[config.mk]
export PLATFORM = sky130hd
export DESIGN_NAME = spi_slave_param
export DESIGN_NICKNAME = d
export VERILOG_FILES = /design/src/rtl/spi_slave_param.sv
export SDC_FILE = /design/constraint.sdc
export NUM_CORES = 1
export LEC_CHECK = 0
export ABC_AREA = 1
export CAP_MARGIN = 10
export CORE_MARGIN = 1
export CORE_UTILIZATION = 51
export CTS_BUF_LIST = sky130_fd_sc_hd__clkbuf_2 sky130_fd_sc_hd__clkbuf_4 sky130_fd_sc_hd__clkbuf_8
export DETAILED_ROUTE_END_ITERATION = 10
export PLACE_DENSITY = 0.79
export SETUP_SLACK_MARGIN = 0.02
export SLEW_MARGIN = 10
export SYNTH_ARGS = -nofsm -noshare
export SYNTH_HDL_FRONTEND = slang
export SYNTH_SLANG_ARGS = --single-unit
[constraint.sdc]
create_clock -name clk -period 1.6 [get_ports clk]
set_input_delay 0.48 -clock clk [delete_from_list [all_inputs] [get_ports clk]]
set_output_delay 0.48 -clock clk [all_outputs]
set_load 0.01 [all_outputs]
[src/rtl/spi_slave_param.sv]
// spi_slave_param: SPI slave with synchronised pins, any CPOL/CPHA,
// configurable width/bit order and single-word RX/TX buffering.
module spi_slave_param #(
  parameter int DATA_W      = 8,
  parameter int CPOL        = 0,
  parameter int CPHA        = 0,
  parameter int LSB_FIRST   = 0,
  parameter int SYNC_STAGES = 2
) (
  input  logic              clk,
  input  logic              rst_n,
  input  logic              sck,
  input  logic              cs_n,
  input  logic              mosi,
  output logic              miso,
  output logic              miso_oe,
  input  logic [DATA_W-1:0] tx_data,
  input  logic              tx_valid,
  output logic              tx_ready,
  output logic [DATA_W-1:0] rx_data,
  output logic              rx_valid,
  input  logic              rx_ready,
  output logic              rx_overrun,
  output logic              tx_underrun,
  output logic              frame_abort,
  output logic              busy
);

  localparam int   CW       = $clog2(DATA_W + 1);
  localparam logic SCK_IDLE = (CPOL != 0);
  localparam logic SMP_RISE = (CPOL == CPHA);
  localparam logic LSB      = (LSB_FIRST != 0);

  logic [SYNC_STAGES-1:0] sck_sq, cs_sq, mosi_sq;
  logic sck_s, cs_s, mosi_s;
  logic sck_prev_q, cs_prev_q;
  logic rise, fall;
  logic smp_q, shf_q, csf_q, csr_q, mbit_q;

  assign sck_s  = sck_sq[SYNC_STAGES-1];
  assign cs_s   = cs_sq[SYNC_STAGES-1];
  assign mosi_s = mosi_sq[SYNC_STAGES-1];
  assign rise   = sck_s & ~sck_prev_q;
  assign fall   = ~sck_s & sck_prev_q;

  // Events are registered once so every consumer sees them aligned.
  always_ff @(posedge clk or negedge rst_n) begin
    if (!rst_n) begin
      sck_sq     <= {SYNC_STAGES{SCK_IDLE}};
      cs_sq      <= '1;
      mosi_sq    <= '0;
      sck_prev_q <= SCK_IDLE;
      cs_prev_q  <= 1'b1;
      smp_q      <= 1'b0;
      shf_q      <= 1'b0;
      csf_q      <= 1'b0;
      csr_q      <= 1'b0;
      mbit_q     <= 1'b0;
    end else begin
      sck_sq     <= {sck_sq[SYNC_STAGES-2:0], sck};
      cs_sq      <= {cs_sq[SYNC_STAGES-2:0], cs_n};
      mosi_sq    <= {mosi_sq[SYNC_STAGES-2:0], mosi};
      sck_prev_q <= sck_s;
      cs_prev_q  <= cs_s;
      smp_q      <= ~cs_s & (SMP_RISE ? rise : fall);
      shf_q      <= ~cs_s & (SMP_RISE ? fall : rise);
      csf_q      <= cs_prev_q & ~cs_s;
      csr_q      <= ~cs_prev_q & cs_s;
      mbit_q     <= mosi_s;
    end
  end

  logic [CW-1:0]     cnt_q, cnt_d;
  logic [DATA_W-1:0] rx_sh_q, rx_sh_d;
  logic [DATA_W-1:0] rx_data_q, rx_data_d;
  logic              rx_valid_q, rx_valid_d;
  logic [DATA_W-1:0] hold_q, hold_d;
  logic              hold_full_q, hold_full_d;
  logic [DATA_W-1:0] tx_sh_q, tx_sh_d;
  logic              sel_q, sel_d;
  logic              ovr_q, ovr_d;
  logic              und_q, und_d;
  logic              abt_q, abt_d;
  logic [DATA_W-1:0] rx_next;
  logic              tx_load;

  always_comb begin
    cnt_d       = cnt_q;
    rx_sh_d     = rx_sh_q;
    rx_data_d   = rx_data_q;
    rx_valid_d  = rx_valid_q;
    hold_d      = hold_q;
    hold_full_d = hold_full_q;
    tx_sh_d     = tx_sh_q;
    sel_d       = sel_q;
    ovr_d       = 1'b0;
    und_d       = 1'b0;
    abt_d       = 1'b0;
    tx_load     = 1'b0;
    rx_next     = LSB ? {mbit_q, rx_sh_q[DATA_W-1:1]}
                      : {rx_sh_q[DATA_W-2:0], mbit_q};

    if (rx_valid_q && rx_ready) rx_valid_d = 1'b0;

    if (tx_valid && !hold_full_q) begin
      hold_d      = tx_data;
      hold_full_d = 1'b1;
    end

    if (csf_q) begin
      sel_d   = 1'b1;
      cnt_d   = '0;
      tx_load = 1'b1;
    end else if (csr_q) begin
      sel_d = 1'b0;
      cnt_d = '0;
      abt_d = (cnt_q != '0);
    end else if (smp_q) begin
      rx_sh_d = rx_next;
      if (cnt_q == CW'(DATA_W - 1)) begin
        cnt_d   = '0;
        tx_load = 1'b1;
        if (!rx_valid_q || rx_ready) begin
          rx_data_d  = rx_next;
          rx_valid_d = 1'b1;
        end else begin
          ovr_d = 1'b1;
        end
      end else begin
        cnt_d = cnt_q + CW'(1);
      end
    end else if (shf_q && cnt_q != '0) begin
      tx_sh_d = LSB ? (tx_sh_q >> 1) : (tx_sh_q << 1);
    end

    // An empty holding register at load time sends zeros.
    if (tx_load) begin
      if (hold_full_q) begin
        tx_sh_d     = hold_q;
        hold_full_d = 1'b0;
      end else begin
        tx_sh_d = '0;
        und_d   = 1'b1;
      end
    end
  end

  always_ff @(posedge clk or negedge rst_n) begin
    if (!rst_n) begin
      cnt_q       <= '0;
      rx_sh_q     <= '0;
      rx_data_q   <= '0;
      rx_valid_q  <= 1'b0;
      hold_q      <= '0;
      hold_full_q <= 1'b0;
      tx_sh_q     <= '0;
      sel_q       <= 1'b0;
      ovr_q       <= 1'b0;
      und_q       <= 1'b0;
      abt_q       <= 1'b0;
    end else begin
      cnt_q       <= cnt_d;
      rx_sh_q     <= rx_sh_d;
      rx_data_q   <= rx_data_d;
      rx_valid_q  <= rx_valid_d;
      hold_q      <= hold_d;
      hold_full_q <= hold_full_d;
      tx_sh_q     <= tx_sh_d;
      sel_q       <= sel_d;
      ovr_q       <= ovr_d;
      und_q       <= und_d;
      abt_q       <= abt_d;
    end
  end

  assign miso        = sel_q & (LSB ? tx_sh_q[0] : tx_sh_q[DATA_W-1]);
  assign miso_oe     = sel_q;
  assign tx_ready    = ~hold_full_q;
  assign rx_data     = rx_data_q;
  assign rx_valid    = rx_valid_q;
  assign rx_overrun  = ovr_q;
  assign tx_underrun = und_q;
  assign frame_abort = abt_q;
  assign busy        = ~cs_s;

endmodule

Yosys cells after proc, flatten, opt, wreduce, memory -nomap -nowiden. Index checks and enable logic that the tools add are counted.

Bits of input ports: 15. Word-level logic and storage cells: 87. Output and inout bits: 16. Bits in registers: 54.

Equality and inequality tests: 4. Bitwise operators: 14. Reduce and logical (&&, ||, !) cells: 13. Add/sub/neg operators: 1. Muxes and demuxes: 34.

Operators by type and width (count): $mux W8 (6); $mux W1 (24); $mux W4 (4); $and A1 B1 Y1 (7); $not A1 Y1 (7); $ne A2 B1 Y1 const B (3); $reduce_and A5 Y1 (1); $add A4 B1 Y4 const B (1); $eq A4 B3 Y1 const B (1); $reduce_and A4 Y1 (1); $reduce_bool A2 Y1 (2); $reduce_bool A4 Y1 (1); $logic_and A1 B1 Y1 (3); $reduce_and A3 Y1 (1); $reduce_bool A3 Y1 (1); $logic_not A1 Y1 (2); $logic_or A1 B1 Y1 (1).

Logic depth before layout (Yosys ltp).
Depth in word-level cells: 7. Gate-level depth with buffers: 8. Mapped depth without buffers: 8.

Worst setup path before layout. No wires, ideal clock.

Kind: register -> register. Start point: reg cnt_q[0]. End point: reg rx_data_q[5] (netlist: rx_data[5]). Library setup time: 0.117 ns. Path buffers: 1. Path slack: 0.334 ns. Clock period less this slack: 1.266 ns. Stages on the path, launching flop included: 8. Arrival time: 1.148 ns. Required time: 1.483 ns. Cells stage by stage: dfrtp_1 -> ha_1 -> nand2_4 -> nor2_8 -> nand4_4 -> buf_6 -> nand2_2 -> o21ai_2.

Longest elaborated chain between the ends: 2.

RTL lines: start: declaration (RTL line 73) `logic [CW-1:0] cnt_q, cnt_d;`; start signal: assignment (RTL line 162) `cnt_q <= cnt_d;`; $eq A4 B3 Y1 (RTL line 120) `if (cnt_q == CW'(DATA_W - 1)) begin`; $reduce_and A5 Y1 (no line); end signal: assignment (RTL line 164) `rx_data_q <= rx_data_d;`; end: declaration (RTL line 75) `logic [DATA_W-1:0] rx_data_q, rx_data_d;`.

No other way between the ends. A chain may end at the register's enable or synchronous reset.

Worst setup path after layout.
Start point: reg hold_full_q. End point: out tx_ready.

Longest elaborated chain between the ends: 1.

RTL lines: start: declaration (RTL line 78) `logic hold_full_q, hold_full_d;`; start signal: assignment (RTL line 167) `hold_full_q <= hold_full_d;`; $not A1 Y1 (RTL line 178) `assign tx_ready = ~hold_full_q;`; end: declaration (RTL line 19) `output logic tx_ready,`.

No other way between the ends.

==> run_results.csv <==
group,metric,value,unit
outcome,run_status,"completed",
global_routing,wire_length_of_the_first_global_routing_pass,6380,um
routing,num_vias,1492,
timing,rsz0062_at_grt,"yes",
critical_path,critical-path-slowest-cell,"sky130_fd_sc_hd__dfrtp_1",
synthesis,syn-instance-count,217,
critical_path,regToRegStartpoint,"cnt_q[0]$_DFFE_PN0P_",
cts,cts.sink_count,54,
critical_path,rr_worst_depth,8,
placed_design,place_congestion,0.791,
timing,period_share,95.8,%
layout,finalNetCount,274,
critical_path,cp.required,1120,ps
timing,final_period_minus_worst_setup_slack,1530,ps
routing,routed_wirelength,3670,um
routing,wl_per_cell,11.9,um
placed_design,placed_cells_incl_taps,299,
critical_path,startpoint_type,"flop",
cts,postCtsHoldBufs,0,
global_routing,global_route.overflow_total,0,
layout,share_of_final_layout_standard_cells_stronger_than_drive_strength_1,19.8,%
cts,worst_skew_pair.late_latency,300,ps
die,initial_core_util,54.5,%
layout,highest_count_cells_in_the_layout_ignoring_fill_and_taps,"sky130_fd_sc_hd__dfrtp_1, sky130_fd_sc_hd__nand2_1, sky130_fd_sc_hd__inv_1, sky130_fd_sc_hd__nand3_1",
pwr,p_leak,1.40,nW
global_routing,grt_max_degree,55,
timing,skew_final,9.04,ps
synthesis,syn_area,2240,um^2
global_routing,grt.total_usage,18.8,%
critical_path,critical_path.cell_chain,"inv_1, clkdlybuf4s15_1",
placed_design,pre_cts_ws,-56.5,ps
synthesis,synth_enable_flop_cells,0,
die,design.portCount,31,
routing,ant_nets,0,
synthesis,post_synthesis_sequential_area_ratio,60.4,%
cts,clock_tree.htree_level_count,2,
global_routing,number_of_antenna_violations_at_the_first_check_in_global_routing,0,
critical_path,critical_path.max_stage_delay,400,ps
layout,mostFrequentLayoutCell,"sky130_fd_sc_hd__dfrtp_1",
timing,max_freq,652,MHz
timing,slew-limit-headroom,81.9,%
synthesis,post_synth_num_cell_types,24,
routing,drt_drc,0,
die,floorplan.rows,23,
layout,fin_util,66.6,%
routing,route.detailed.vias_per_inst,4.86,
routing,drt_pass1_iterations,4,
layout,layout.filler_cells,335,
routing,initial_detailed_routing_violation_count,142,
job,drv_cap,0,
synthesis,synth.ff_latch_count,54,
hold_path,holdCritPathClass,"in2async",
cts,cts.clk_slew.worst_paths,80,ps
timing,slew_viol_final,0,
placed_design,port_buffers,30,
die,fp.coreArea,4120,um^2
critical_path,crit-reg2reg-capture,"tx_sh_q[7]$_DFFE_PN0P_",
critical_path,worst_ep_arrival_time,1050,ps
layout,register_area,1360,um^2
cts,numCtsBuffers,5,
timing,worst-slew-pin-transition,272,ps
timing,fin_tns_setup,0,ps
pwr,ir_worst_vdd,0.714,mV
synthesis,async_reset_ff_share,100,%
synthesis,postSynthNetCount,234,
critical_path,worstSetupPathType,"reg2out",
layout,flow.area_growth_from_synthesis,22.2,%
critical_path,crit_path_max_fanout,3,
layout,multiInputGateArea,753,um^2
critical_path,reg2reg_setup_slack,180,ps
layout,n_antenna_cell,0,
cts,cts.path.max_buffers,2,
synthesis,synth.avg_cell_area,10.3,um^2
die,dieArea,4670,um^2
cts,clock_tree_from_tritoncts,"built",
die,die-width,68.3,um
cts,cts-root-buf,"sky130_fd_sc_hd__clkbuf_8",
placed_design,hpwl,2590,um
pwr,report.power.total,3.05,mW
pwr,power.density,1110,nW/um^2
die,die-height,68.3,um
timing,final_hold_viol_count,0,
critical_path,endpoint_kind,"primary output",
layout,stdcell_count,307,
timing,final_worst_path_setup_slack,66.8,ps
synthesis,ys.warnings.count,0,
global_routing,first_global_vias,1402,
timing,finalSetupViolations,0,
synthesis,synth-main-ff-cell,"sky130_fd_sc_hd__dfrtp_1",
layout make-up:
type                       count  share of cell area [%]
clock inverter                 1                    1.10
sequential                    54                    49.5
multi-input combinational    130                    27.5
clock buffer                   6                    3.01
inverter                      30                    4.11
timing repair buffer          36                    12.6
tap                           50                    2.28
flip-flops by register name, summed over array words and instances (netlist names), 2 cells and up:
signal / count
hold_q: 8
rx_data: 8
tx_sh_q: 8
rx_sh_q: 7
cnt_q: 4
cs_sq: 2
mosi_sq: 2
sck_sq: 2
logic make-up (layout without fill, tap and decap cells):
logic type	count (synthesis)	count (layout)	share of synthesized area [%]
xor gates and xnor gates	1	1	0.391
AOI/OAI and AO/OA	21	21	6.03
adders and majority gates	2	2	1.12
buffers and inverters	33	73	5.97
and+or+nand+nor	98	98	22.0
DFF	54	54	60.4
muxes	8	8	4.02
metrics by stage:
step                hold slack (ps)  cell area [um^2]
floorplan                       184              2240
global placement                332              2640
detailed placement              336              2640
CTS                             160              2740
global route                    192              2740
finish                          157              2740
what timing repair did:
action,CTS,global route
gates cloned,0,0
setup buffers,1,0
gates resized for setup,19,2
endpoints found under the setup margin,16,2
pin swaps,0,0
critical path: cells and delay by family, from the launching register on:
| family | cells | cell delay [ps] |
|---|---|---|
| flip-flops | 1 | 400 |
| buffers and inverters | 2 | 360 |
power by group:
group / internal [mW] / switching [mW]
sequential: 1.56 / 0.107
combinational: 0.227 / 0.253
clock: 0.501 / 0.403
synth_stat cells (4+ instances only):
cell	number	area, um^2
sky130_fd_sc_hd__nand2_2	5	31.3
sky130_fd_sc_hd__dfrtp_1	51	1280
sky130_fd_sc_hd__nand3_1	20	100
sky130_fd_sc_hd__o21ai_1	5	25.0
sky130_fd_sc_hd__o21ai_0	7	35.0
sky130_fd_sc_hd__inv_1	26	97.6
sky130_fd_sc_hd__nor2_1	13	48.8
sky130_fd_sc_hd__o21ai_2	8	70.1
sky130_fd_sc_hd__inv_2	4	15.0
sky130_fd_sc_hd__nand2_1	50	188
sky130_fd_sc_hd__mux2_2	8	90.1
how the worst max path moves through the flow:
stage,startpoint,endpoint,slack (ps),depth (start not counted)
2_1_floorplan,cnt_q[0]$_DFFE_PN0P_,rx_data[5]$_DFFE_PN0P_,330,7
3_3_place_gp,rx_ready,rx_data[2]$_DFFE_PN0P_,-10,7
3_5_place_dp,rx_ready,rx_data[1]$_DFFE_PN0P_,-60,7
4_1_cts,hold_full_q$_DFF_PN0_,tx_ready,30,2
5_1_grt,hold_full_q$_DFF_PN0_,tx_ready,2,2
6_report,hold_full_q$_DFF_PN0_,tx_ready,70,2
layer usage:
layer | part of all wire, % | GRT usage [%]
met2 | 49 | 28.8
met4 | 0.82 | 7.03
met3 | 2.5 | 4.67
met1 | 48 | 25.7
met5 | 0 | 0
Note: power is estimated with default switching activity, not from simulation.
